### config.mk
export PLATFORM = sky130hd
export DESIGN_NAME = eth_rx_framer
export DESIGN_NICKNAME = d
export VERILOG_FILES = /design/src/rtl/eth_pkg.sv /design/src/rtl/eth_crc32_byte.sv /design/src/rtl/eth_rx_framer.sv
export SDC_FILE = /design/constraint.sdc
export NUM_CORES = 1
export LEC_CHECK = 0
export BUFFER_PORTS_ARGS = -buffer_cell sky130_fd_sc_hd__buf_2
export CAP_MARGIN = 20
export CORE_MARGIN = 2
export CORE_UTILIZATION = 43
export DETAILED_ROUTE_END_ITERATION = 7
export REMOVE_ABC_BUFFERS = 1
export SYNTH_ARGS = -nofsm -noshare
export SYNTH_HDL_FRONTEND = slang
export SYNTH_SLANG_ARGS = --single-unit
### constraint.sdc
create_clock -name CLK -period 3.55 [get_ports CLK]
set_input_delay 0.71 -clock CLK [delete_from_list [all_inputs] [get_ports CLK]]
set_output_delay 0.71 -clock CLK [all_outputs]
set_load 0.005 [all_outputs]
### src/rtl/eth_pkg.sv
// rtl/eth_pkg.sv - shared constants, state encoding and stream helpers for the GMII receive framer
//
// Purpose: single home for the framing bytes, the CRC-32 parameters, the
// bit layout of the 10-bit output stream and the framer state codes.
// Ports: none (package).
package eth_pkg;

  localparam logic [7:0]  PREAMBLE_BYTE = 8'h55;
  localparam logic [7:0]  SFD_BYTE      = 8'hD5;

  // Reflected CRC-32. Running the register over data plus its own FCS
  // (without final inversion) leaves the fixed residue below.
  localparam logic [31:0] CRC_POLY      = 32'hEDB88320;
  localparam logic [31:0] CRC_INIT      = 32'hFFFFFFFF;
  localparam logic [31:0] CRC_RESIDUE   = 32'hDEBB20E3;

  // Output stream layout: {cke, frm, dat[7:0]}
  localparam int          STREAM_W      = 10;
  localparam int          STREAM_CKE    = 9;
  localparam int          STREAM_FRM    = 8;

  // Shortest legal frame, FCS included
  localparam logic [10:0] MIN_FRAME     = 11'd64;
  // Depth of the delay line that hides the trailing FCS
  localparam logic [10:0] HDR_LAG       = 11'd6;

  // Framer states
  localparam logic [2:0]  ST_IDLE       = 3'd0;
  localparam logic [2:0]  ST_PREAMBLE   = 3'd1;
  localparam logic [2:0]  ST_DATA       = 3'd2;
  localparam logic [2:0]  ST_FLUSH      = 3'd3;
  localparam logic [2:0]  ST_DROP       = 3'd4;

  // Build an in-frame stream word carrying one data byte
  function automatic logic [STREAM_W-1:0] stream_word(input logic [7:0] data);
    logic [STREAM_W-1:0] w;
    w             = '0;
    w[STREAM_CKE] = 1'b1;
    w[STREAM_FRM] = 1'b1;
    w[7:0]        = data;
    return w;
  endfunction

endpackage

### src/rtl/eth_crc32_byte.sv
// rtl/eth_crc32_byte.sv - combinational one-byte update of the reflected Ethernet CRC-32
//
// Purpose: advance a CRC-32 register by one byte, LSB first.
// Ports:
//   crc_in    in  32  current register value
//   data_byte in  8   byte to fold in
//   crc_out   out 32  register value after the byte
module eth_crc32_byte
  import eth_pkg::*;
(
  input  logic [31:0] crc_in,
  input  logic [7:0]  data_byte,
  output logic [31:0] crc_out
);

  logic [31:0] c;

  always_comb begin
    c = crc_in ^ {24'h000000, data_byte};
    for (int i = 0; i < 8; i++) begin
      c = c[0] ? ((c >> 1) ^ CRC_POLY) : (c >> 1);
    end
    crc_out = c;
  end

endmodule

### src/rtl/eth_rx_framer.sv
// rtl/eth_rx_framer.sv - GMII receive framer: SFD hunt, FCS strip, CRC/length/error check
//
// Purpose: hunt preamble/SFD on a GMII byte stream, forward the frame body
// (FCS removed) on OUT_ETH_STREAM and flag each forwarded frame good or bad.
// Optional destination MAC filter: define ETH_RX_MAC_FILTER_EN.
// Ports:
//   CLK            in  1   single clock
//   RST_N          in  1   asynchronous active-low reset
//   RXD            in  8   GMII receive byte
//   RX_DV          in  1   receive data valid
//   RX_ER          in  1   receive error
//   OUT_ETH_STREAM out 10  {cke, frm, dat[7:0]}
//   FRAME_GOOD     out 1   pulse on frm fall, frame passed all checks
//   FRAME_BAD      out 1   pulse on frm fall, frame failed a check
//   RX_FRAME_CNT   out 16  saturating count of FRAME_GOOD pulses
//   RX_ERR_CNT     out 16  saturating count of FRAME_BAD pulses plus dropped frames
module eth_rx_framer
  import eth_pkg::*;
#(
  parameter logic [47:0] MY_MAC    = 48'h00_10_8B_F1_F5_7E,
  parameter logic [10:0] MAX_FRAME = 11'd1518
) (
  input  logic        CLK,
  input  logic        RST_N,
  input  logic [7:0]  RXD,
  input  logic        RX_DV,
  input  logic        RX_ER,
  output logic [9:0]  OUT_ETH_STREAM,
  output logic        FRAME_GOOD,
  output logic        FRAME_BAD,
  output logic [15:0] RX_FRAME_CNT,
  output logic [15:0] RX_ERR_CNT
);

`ifdef ETH_RX_MAC_FILTER_EN
  localparam logic FILTER_EN = 1'b1;
`else
  localparam logic FILTER_EN = 1'b0;
`endif

  logic [2:0]      state;
  logic            hunt_ok;      // RX_DV seen low since the last frame activity
  logic [5:0][7:0] dline;        // dline[5] is the oldest byte
  logic [10:0]     byte_cnt;     // post-SFD bytes sampled so far
  logic [31:0]     crc;
  logic [31:0]     crc_next;
  logic            rx_err_seen;
  logic            flush_last;
  logic [9:0]      stream_q;
  logic            good_q;
  logic            bad_q;

  logic            started;
  logic            mac_hit;
  logic            mac_ok;
  logic            frame_ok;
  logic            good_evt;
  logic            bad_evt;
  logic            drop_evt;

  eth_crc32_byte u_crc (
    .crc_in    (crc),
    .data_byte (RXD),
    .crc_out   (crc_next)
  );

  // Output has started once the delay line has been full for one byte
  assign started  = (byte_cnt > HDR_LAG);

  // When the 7th byte arrives the delay line holds the destination MAC,
  // first byte in the most significant position.
  assign mac_hit  = (dline == MY_MAC) || (dline == 48'hFFFF_FFFF_FFFF);
  assign mac_ok   = mac_hit | ~FILTER_EN;

  assign frame_ok = (crc == CRC_RESIDUE) && !rx_err_seen && (byte_cnt >= MIN_FRAME);

  // Frame outcome events, registered into the pulses and counters together
  always_comb begin
    good_evt = 1'b0;
    bad_evt  = 1'b0;
    drop_evt = 1'b0;
    case (state)
      ST_DATA: begin
        if (RX_DV) begin
          if (byte_cnt == MAX_FRAME) begin
            bad_evt  = started;
            drop_evt = !started;
          end else if ((byte_cnt == HDR_LAG) && !mac_ok) begin
            drop_evt = 1'b1;
          end
        end else if (!started) begin
          drop_evt = 1'b1;
        end
      end
      ST_FLUSH: begin
        if (flush_last) begin
          good_evt = frame_ok;
          bad_evt  = !frame_ok;
        end
      end
      default: ;
    endcase
  end

  always_ff @(posedge CLK or negedge RST_N) begin
    if (!RST_N) begin
      state       <= ST_IDLE;
      hunt_ok     <= 1'b0;
      dline       <= '0;
      byte_cnt    <= '0;
      crc         <= '0;
      rx_err_seen <= 1'b0;
      flush_last  <= 1'b0;
      stream_q    <= '0;
      good_q      <= 1'b0;
      bad_q       <= 1'b0;
    end else begin
      stream_q <= '0;
      good_q   <= good_evt;
      bad_q    <= bad_evt;

      // A frame that starts while the previous one is still flushing has
      // lost its preamble, so it is skipped until the line goes idle.
      if (!RX_DV) begin
        hunt_ok <= 1'b1;
      end else if (state == ST_FLUSH) begin
        hunt_ok <= 1'b0;
      end

      case (state)
        ST_IDLE: begin
          if (hunt_ok && RX_DV && (RXD == PREAMBLE_BYTE)) begin
            state <= ST_PREAMBLE;
          end
        end

        ST_PREAMBLE: begin
          if (!RX_DV) begin
            state <= ST_IDLE;
          end else if (RXD == SFD_BYTE) begin
            state       <= ST_DATA;
            byte_cnt    <= '0;
            crc         <= CRC_INIT;
            rx_err_seen <= 1'b0;
          end else if (RXD != PREAMBLE_BYTE) begin
            state <= ST_DROP;
          end
        end

        ST_DATA: begin
          if (RX_DV) begin
            if (byte_cnt == MAX_FRAME) begin
              state <= ST_DROP;
            end else begin
              byte_cnt <= byte_cnt + 11'd1;
              crc      <= crc_next;
              dline    <= {dline[4:0], RXD};
              if (RX_ER) begin
                rx_err_seen <= 1'b1;
              end
              if ((byte_cnt == HDR_LAG) && !mac_ok) begin
                state <= ST_DROP;
              end else if (byte_cnt >= HDR_LAG) begin
                stream_q <= stream_word(dline[5]);
              end
            end
          end else if (started) begin
            // Last byte is in; the newest four in the line are the FCS
            state      <= ST_FLUSH;
            flush_last <= 1'b0;
            stream_q   <= stream_word(dline[5]);
          end else begin
            state <= ST_IDLE;
          end
        end

        ST_FLUSH: begin
          if (!flush_last) begin
            flush_last <= 1'b1;
            stream_q   <= stream_word(dline[4]);
          end else begin
            state <= ST_IDLE;
          end
        end

        ST_DROP: begin
          if (!RX_DV) begin
            state <= ST_IDLE;
          end
        end

        default: state <= ST_IDLE;
      endcase
    end
  end

  always_ff @(posedge CLK or negedge RST_N) begin
    if (!RST_N) begin
      RX_FRAME_CNT <= '0;
      RX_ERR_CNT   <= '0;
    end else begin
      if (good_evt && (RX_FRAME_CNT != 16'hFFFF)) begin
        RX_FRAME_CNT <= RX_FRAME_CNT + 16'd1;
      end
      if ((bad_evt || drop_evt) && (RX_ERR_CNT != 16'hFFFF)) begin
        RX_ERR_CNT <= RX_ERR_CNT + 16'd1;
      end
    end
  end

  assign OUT_ETH_STREAM = stream_q;
  assign FRAME_GOOD     = good_q;
  assign FRAME_BAD      = bad_q;

endmodule
### Yosys cells after proc, flatten, opt, wreduce, memory -nomap -nowiden

Cells that the tools add are included.

* word-level logic and storage cells: 130
* output and inout bits: 44
* bits in latches: 0
* bits in writable memories: 0
* bits of input ports: 12
* register bits: 141
* ROM bits: 0
* memories: 0

* add/sub/neg operators: 3
* reduce and logical (&&, ||, !) cells: 18
* multiplexer cells: 55
* bitwise gates (word level): 10
* order comparisons: 3
* divide/modulo/power cells: 0
* multipliers: 0
* equality and inequality tests: 24
* shift operators: 0

Operators with widths (count)
* $mux 32: 12
* $not 13->14: 8
* $pmux 32 s2: 1
* $mux 10: 5
* $mux 11: 4
* $add 16x1->16 const B: 2
* $eq 32x32->1 const B: 1
* $ne 16x16->1 const B: 2
* $xor 32x8->32: 1
* $mux 3: 8
* $pmux 11 s2: 1
* $ne 2x2->1 const B: 10
* $pmux 10 s2: 1
* $mux 1: 18
* $pmux 3 s5: 1
* $add 11x1->11 const B: 1
* $eq 11x11->1 const B: 1
* $ge 11x3->1 const B: 1
* $ge 11x7->1 const B: 1
* $gt 11x3->1 const B: 1
* $reduce_and 5->1: 2
* $eq 8x7->1 const B: 1
* $eq 8x8->1 const B: 1
* $ne 8x7->1 const B: 1
* 16 further kinds: 28

### Logic depth before layout (Yosys ltp)

Gate-level depths: netlist (run 1).

* depth in word-level cells: 20
* mapped depth: 10
* depth with buffers taken out: 8

### Hierarchy

A second synthesis (run 1) with hierarchy kept.

* cells, all modules: 636
* area total of the unflattened synthesis: 6902.9 sq um

Modules (own cells, without submodules)
* eth_rx_framer: cells an instance 569, instances 1, seq. area each 3503.4 sq um, area each 5978.2 sq um
* eth_crc32_byte: cells an instance 67, instances 1, seq. area each 0.0 sq um, area each 924.6 sq um

### Least setup slack after synthesis (run 1)

Ideal clock, no wire load.

* kind: input to register
* start: input port RX_DV
* end: register crc[15]
* data required time: 3.401 ns
* path slack: 0.900 ns
* arrival time: 2.502 ns
* stages on the path: 8
* path through: clkbuf_1 -> nor4bb_1 -> o31ai_1 -> a21bo_2 -> clkbuf_1 -> clkbuf_1 -> clkbuf_1 -> a31oi_1

* longest elaborated chain between the ends: 2
* elaborated cells on any way between the ends: 3
* those cells by class: eq/ne (2); reduce/logical (1)

Ends and longest elaborated chain
* start, declared: line eth_rx_framer.sv:26 `input logic RX_DV,`
* $ne 2x2->1 (no source line)
* $reduce_and 5->1 (no source line) *
* end signal, assigned: line eth_rx_framer.sv:156 `crc <= crc_next;`
* end, declared: line eth_rx_framer.sv:45 `logic [31:0] crc;`

Every way passes the cells marked *; elsewhere a longest branch is shown, timed or not.
A chain may end at the register's enable or synchronous reset.

### Worst setup path after layout (run 1)

* start: register crc[10]
* end: register RX_FRAME_CNT[15]

* longest elaborated chain between the ends: 6

Ends and longest elaborated chain
* $eq 32x32->1: line eth_rx_framer.sv:75 `assign frame_ok = (crc == CRC_RESIDUE) && !rx_err_seen && (byte_cnt >= MIN_FRAME);`
* $logic_and 1x1->1 (2 in series): line eth_rx_framer.sv:75
* $mux 1: line eth_rx_framer.sv:96 `if (flush_last) begin`
* $mux 1: line eth_rx_framer.sv:82 `case (state)`
* $logic_and 1x1->1: line eth_rx_framer.sv:202 `if (good_evt && (RX_FRAME_CNT != 16'hFFFF)) begin`
* end signal, assigned: line eth_rx_framer.sv:203 `RX_FRAME_CNT <= RX_FRAME_CNT + 16'd1;`
* end, declared: line eth_rx_framer.sv:31 `output logic [15:0] RX_FRAME_CNT,`

No other way between the ends.

==> results of run 1 <==
-- cells in the mapped netlist (all sizes together) (2+ instances only) --
cell	count
dfrtp	140
xnor2	61
nor2	58
mux2	50
xor2	48
a21oi	34
nand2	30
clkbuf	20
nand4	16
inv	13
nand3	10
nor4	10
nor3	9
a22o	8
and3	6
ha	5
or3	5
a31oi	4
nor4b	4
a31o	3
and2	3
buf	3
nand4b	3
nor3b	3
nor4bb	3
o31ai	3
or4	3
a21o	2
and3b	2
nand4bb	2
nor2b	2
o21ai	2
or2	2
-- sequential cells by signal, indices dropped and copies added (netlist names), 3 cells and up --
signal	count
dline	48
crc	32
RX_ERR_CNT	16
RX_FRAME_CNT	16
byte_cnt	11
OUT_ETH_STREAM	9
state	3
-- routing by layer --
| layer | global-route usage | part of all wire | vias up | routed length [µm] |
|---|---|---|---|---|
| met1 | 0.241 | 0.47 | 2210 | 6220 |
| met3 | 0.0482 | 0.040 | 17 | 523 |
| met2 | 0.270 | 0.47 | 81 | 6240 |
| met5 | 0 | 0 | - | 0 |
| li1 | - | - | 2149 | - |
| met4 | 0.0633 | 0.014 | 0 | 191 |
-- final timing paths --
| kind | end | cells after the start |
|---|---|---|
| setup / recovery | RX_FRAME_CNT[15] | 6 |
| hold / removal | crc[13] | 1 |
| setup reg to reg | RX_FRAME_CNT[15] | 6 |
| max in group asynchronous | crc[11] | 2 |
| min in group CLK | dline[7] | 2 |
| hold reg to reg | dline[7] | 2 |
-- power groups by stage --
stage	registers, mW	clock network, mW	logic, mW
after floorplan	1.78	0	0.685
after global placement	1.80	0	0.884
after detailed placement	1.81	0	0.884
after CTS	1.78	1.77	0.896
after global routing	1.79	1.84	0.988
final	1.78	1.71	0.892
-- worst max-delay path: cells and delay by family (launching register included) --
kind / cells / cell delay, ns
simple gates: 4 / 1.77
flops: 1 / 0.40
compound gates: 1 / 0.37
xor+xnor: 1 / 0.16
-- logic make-up (layout without fill, tap and decap cells) --
logic type	Yosys count	count (layout)	share of synthesized area
and+or+nand+nor	176	176	0.142
muxes	51	51	0.0873
DFF	140	140	0.534
xor gates and xnor gates	109	109	0.145
buffers and inverters	36	114	0.0215
AOI/OAI and AO/OA	63	63	0.0608
adders and majority gates	5	5	0.00953
-- final cells by class --
class                      instances  share of cell area
clock inverter                    14              0.0188
sequential                       140               0.454
tap                              188              0.0305
timing repair buffer              69              0.0534
multi-input combinational        404               0.381
inverter                          13             0.00633
clock buffer                      18              0.0557
-- through the flow --
stage,util,cells
final,0.513,846
after global routing,0.513,846
after CTS,0.513,846
after detailed placement,0.475,814
after global placement,0.475,814
after floorplan,-,557
==> qor.txt, run 1 <==
Outcome -> completed
Cells after Synth -> 580
Setup violations, final -> 0
Slew @ Worst Pin -> 0.945 ns
Syn Std Cell Area -> 0.00657 mm²
Die Span X -> 128 µm
Sequential Power Share -> 0.406
Max-cap violations -> 0
Post-synth top flop -> dfrtp_1
Htree depth -> 4
Reg-to-Reg Start -> crc[10]
Hold WS -> 0.347 ns
Total power -> 4.38 mW
Crit path DAT -> 3.11 ns
Die area -> 0.0163 mm²
Port Buffers -> 55
Clock slew seen by the registers of the worst setup and hold paths -> 0.06 ns
I/O pin count -> 56
Multi-input logic area -> 0.00294 mm²
Flops & latches, synth -> 140
Most area-consuming cells after synthesis -> dfrtp_1, mux2_2, xnor2_1, xor2_1, nor2_1
Die H -> 128 µm
Clock sinks -> 140
Hold Fails Final Rpt -> 0
Layout Cell Area excl Fill -> 0.00771 mm²
Clk Latency, worst-skew pair -> 0.42 ns
DRT Wirelength -> 13200 µm
Reg2reg setup slack -> 0.74 ns
Peak supply drop -> 0.328 mV
First-pass GRT wire length -> 22400 µm
Worst-path fanout max -> 7
Clock skew -> 0.00955 ns
GP Congestion -> 0.894
Pwr dens -> 568 mW/mm²
Layout cells sized above 1 -> 0.245
Synth cell types -> 48
Fill cells -> 1338
Syn Area/Cell -> 11.3 µm²
RSZ-0062 raised after global routing -> false
Top cell type's share of synthesized area -> 0.534
Placed cell area -> 0.00714 mm²
EDFF count, synth -> 0
Setup WS pre-CTS -> 0.715 ns
Setup ws final -> 0.744 ns
Setup crit end kind -> flop
Starting Density -> 0.437
Drt initial violations -> 288
Critical Path Start Type -> flop
Slew headroom -> 0.369
Area growth syn-to-layout -> 17.4%
Gr usage total -> 0.176
Reg area -> 0.00350 mm²
Hold buffers post-CTS -> 0
Clock Tree Buf Depth -> 2
Tcrit/Tclk final -> 0.790
Worst Hold Class -> input pin to asynchronous set/reset pin
Final Net Count -> 662
DRC viols -> 0
Total leakage power -> 3.79 nW
Site Rows -> 45
Total CTS buffers -> 17
Grt total ovfl -> 0
Async set or reset register ratio after synthesis -> 1.00
CP startpoint -> crc[10]
CTS-repair resized insts -> 0
Combinational cell fraction of total power -> 0.203
Pins Over Slew Limit -> 0
FMAX -> 356 MHz
Tmin final -> 2.81 ns
Postcts setup bufs -> 0
Largest stage delay on the critical path -> 0.71 ns
Antenna viol nets, final -> 0
P_int -> 3.13 mW
Core area -> 0.0150 mm²
Vias in the first global route -> 4375
Antenna Cells -> 0
Psw -> 1.25 mW
Pin count of the biggest net entering global routing -> 85
WL per Instance -> 15.6 µm
Ys Warns -> 0
DPL Wire Length -> 9030 µm
CTS tree -> yes
Largest area contributor in the netlist -> dfrtp_1
CTS root buf -> clkbuf_16
Initial antenna violation count -> 0
Worst EP required -> 3.85 ns
CP max-delay cell -> nor4_2
Cell Chain, Critical Path -> or4_1 -> nor4_1 -> o2111ai_1 -> nor4_2 -> nand4_1 -> xnor2_1
Total vias in the final route -> 4457
Setup TNS -> 0 ns
Clock share of power -> 0.390
Sw Share -> 0.286
1st-pass router iterations -> 4
Detailed-route vias per instance -> 5.27
Commonest cells after routing, fill and taps aside -> dfrtp_1, xnor2_1, nor2_1
Post-synthesis sequential area ratio -> 0.534
Commonest non-fill, non-tap cell in the layout -> dfrtp_1
CP Class -> flop to flop
Note: power is estimated with default switching activity, not from simulation.
==> run 2: changes to the inputs <==
==> constraint.sdc (replaced) <==
create_clock -name CLK -period 2.78 [get_ports CLK]
set_input_delay 0.556 -clock CLK [delete_from_list [all_inputs] [get_ports CLK]]
set_output_delay 0.556 -clock CLK [all_outputs]
set_load 0.005 [all_outputs]
==> run 2 against run 1 <==
Against the previous run:
- flip-flop and latch count did not move
- clock skew shrank 0.0011 ns
- final area rose by 1.4%
- sequential share of layout area decreased by 0.61 points
==> qor.txt, run 2 (synthesis gave the netlist of run 1 again) <==
Outcome -> completed
Biggest register -> dline
Setup WS pre-CTS -> 0.0383 ns (-0.677 ns)
Total power -> 5.63 mW (+28%)
Hold Fails Final Rpt -> 0 (unchanged)
CTS root buf -> clkbuf_16
I/O pin count -> 56 (unchanged)
Hold WS -> 0.136 ns (-0.211 ns)
RSZ-0062 raised after global routing -> false
Final core utilization -> 0.520 (+0.00699)
WL per Instance -> 15.5 µm (-0.56%)
Vias in the first global route -> 4479 (+2.4%)
Final Net Count -> 677 (+2.3%)
Die area -> 0.0163 mm² (unchanged)
First-pass GRT wire length -> 22400 µm (-0.34%)
Pwr dens -> 720 mW/mm² (+27%)
Reg area -> 0.00350 mm² (unchanged)
Placed cell area -> 0.00724 mm² (+1.4%)
DRC viols -> 0 (unchanged)
Setup violations, final -> 0 (unchanged)
Worst Hold Class -> input pin to asynchronous set/reset pin
Area growth syn-to-layout -> 19.0%
CTS tree -> yes
Max layer used -> met4
FMAX -> 386 MHz (+8.4%)
Max-cap violations -> 0 (unchanged)
Pins Over Slew Limit -> 0 (unchanged)
Fill cells -> 1335 (-0.22%)
Site Rows -> 45 (unchanged)
Met2 routed WL -> 6430 µm (+3.0%)
Layout cells sized above 1 -> 0.264 (+0.0191)
Initial antenna violation count -> 0 (unchanged)
Setup crit end kind -> flop
Clk Latency, worst-skew pair -> 0.42 ns (about the same)
Antenna Cells -> 0 (unchanged)
DR WL met3 -> 386 µm (-26%)
Tmin final -> 2.59 ns (-0.219 ns)
Drt initial violations -> 310 (+7.6%)
Setup ws final -> 0.193 ns (-0.551 ns)
Pin count of the biggest net entering global routing -> 72 (-15%)
CP startpoint -> crc[22]
Tcrit/Tclk final -> 0.931 (+0.140)
Commonest non-fill, non-tap cell in the layout -> dfrtp_1
Multi-input logic area -> 0.00295 mm² (+0.55%)
Starting Density -> 0.437 (unchanged)
Die H -> 128 µm (unchanged)
Largest regs -> dline: 48 flops, crc: 32 flops
Routed metal-1 wire length -> 6330 µm (+1.8%)
GP Congestion -> 0.850 (-4.9%)
Htree depth -> 4 (unchanged)
Max FFs per register -> 48 (unchanged)
Detailed-route vias per instance -> 5.27 (about the same)
Total leakage power -> 3.85 nW (+1.6%)
Clock sinks -> 140 (unchanged)
Worst-path fanout max -> 6 (-1)
Peak supply drop -> 0.519 mV (+58%)
Core area -> 0.0150 mm² (unchanged)
DPL Wire Length -> 9230 µm (+2.2%)
Die Span X -> 128 µm (unchanged)
Crit path DAT -> 2.92 ns (-0.19 ns)
Antenna viol nets, final -> 0 (unchanged)
Total CTS buffers -> 17 (unchanged)
Reg-to-Reg Start -> crc[22]
Clock slew seen by the registers of the worst setup and hold paths -> 0.06 ns (about the same)
Gr usage total -> 0.174 (-0.00161)
CP Class -> flop to flop
Slew headroom -> 0.570 (+0.202)
Clock skew -> 0.00844 ns (-0.00111 ns)
Critical Path Start Type -> flop
Worst EP required -> 3.11 ns (-0.74 ns)
DRT Wirelength -> 13300 µm (+0.96%)
Commonest cells after routing, fill and taps aside -> dfrtp_1, xnor2_1, nor2_1
1st-pass router iterations -> 4 (unchanged)
Layout Cell Area excl Fill -> 0.00782 mm² (+1.4%)
Total vias in the final route -> 4524 (+1.5%)
Slew @ Worst Pin -> 0.645 ns (-0.300 ns)
Grt total ovfl -> 0 (unchanged)
Clock Tree Buf Depth -> 2 (unchanged)
Port Buffers -> 55 (unchanged)
run 2: changes by cell type in the layout (fill, tap and decap cells not counted), sizes merged:
cell	previous run	this run
clkbuf	18	19
clkinv	9	5
clkinvlp	1	3
buf	69	84
inv	15	14
run 2: final cells by class:
type	count	share of cell area
Sequential cell	140	0.448
Clock buffer	19	0.0567
Tap cell	188	0.0301
Timing Repair Buffer	84	0.0655
Inverter	13	0.00624
Multi-Input combinational cell	404	0.378
Clock inverter	11	0.0154
run 2: per-stage QoR:
step / setup TNS [ns] / instances
after floorplan: -223.73 / 557
after global placement: 0 / 829
after detailed placement: 0 / 829
after CTS: 0 / 859
after global routing: 0 / 859
final: 0 / 859
run 2: what timing repair did:
item / in CTS / in global routing
buffers inserted: 0 / 0
resized for setup: 0 / 3
setup endpoints to repair: 0 / 8
hold buffers: 0 / 0
run 2: worst max-delay path, stage by stage, from the launching register on:
cell and delay (ns):
dfrtp_1 0.41, or4bb_1 0.52, nor4_1 0.37, o2111ai_2 0.22, or4_4 0.61, nor4_2 0.19
xor2_1 0.19
run 2: final timing paths:
path                                          to  slack [ns]  cells past startpoint
min in group CLK                        dline[4]        0.42                      2
worst min register to register   RX_FRAME_CNT[8]        0.49                      1
worst min-delay path                   dline[21]        0.14                      1
worst max register to register  RX_FRAME_CNT[14]        0.19                      6
max in group asynchronous              FRAME_BAD        1.94                      2
worst max-delay path            RX_FRAME_CNT[14]        0.19                      6
run 2: where the power goes:
part | switching (mW) | total [mW] | internal [mW]
logic | 0.648 | 1.22 | 0.568
registers | 0.105 | 2.25 | 2.15
clock network | 0.832 | 2.16 | 1.33
total | 1.59 | 5.63 | 4.04
run 2: metal layers:
layer / track usage / vias up
met3: 0.0402 / 11
met2: 0.273 / 72
met5: 0 / -
li1: - / 2172
met1: 0.237 / 2269
met4: 0.0659 / 0
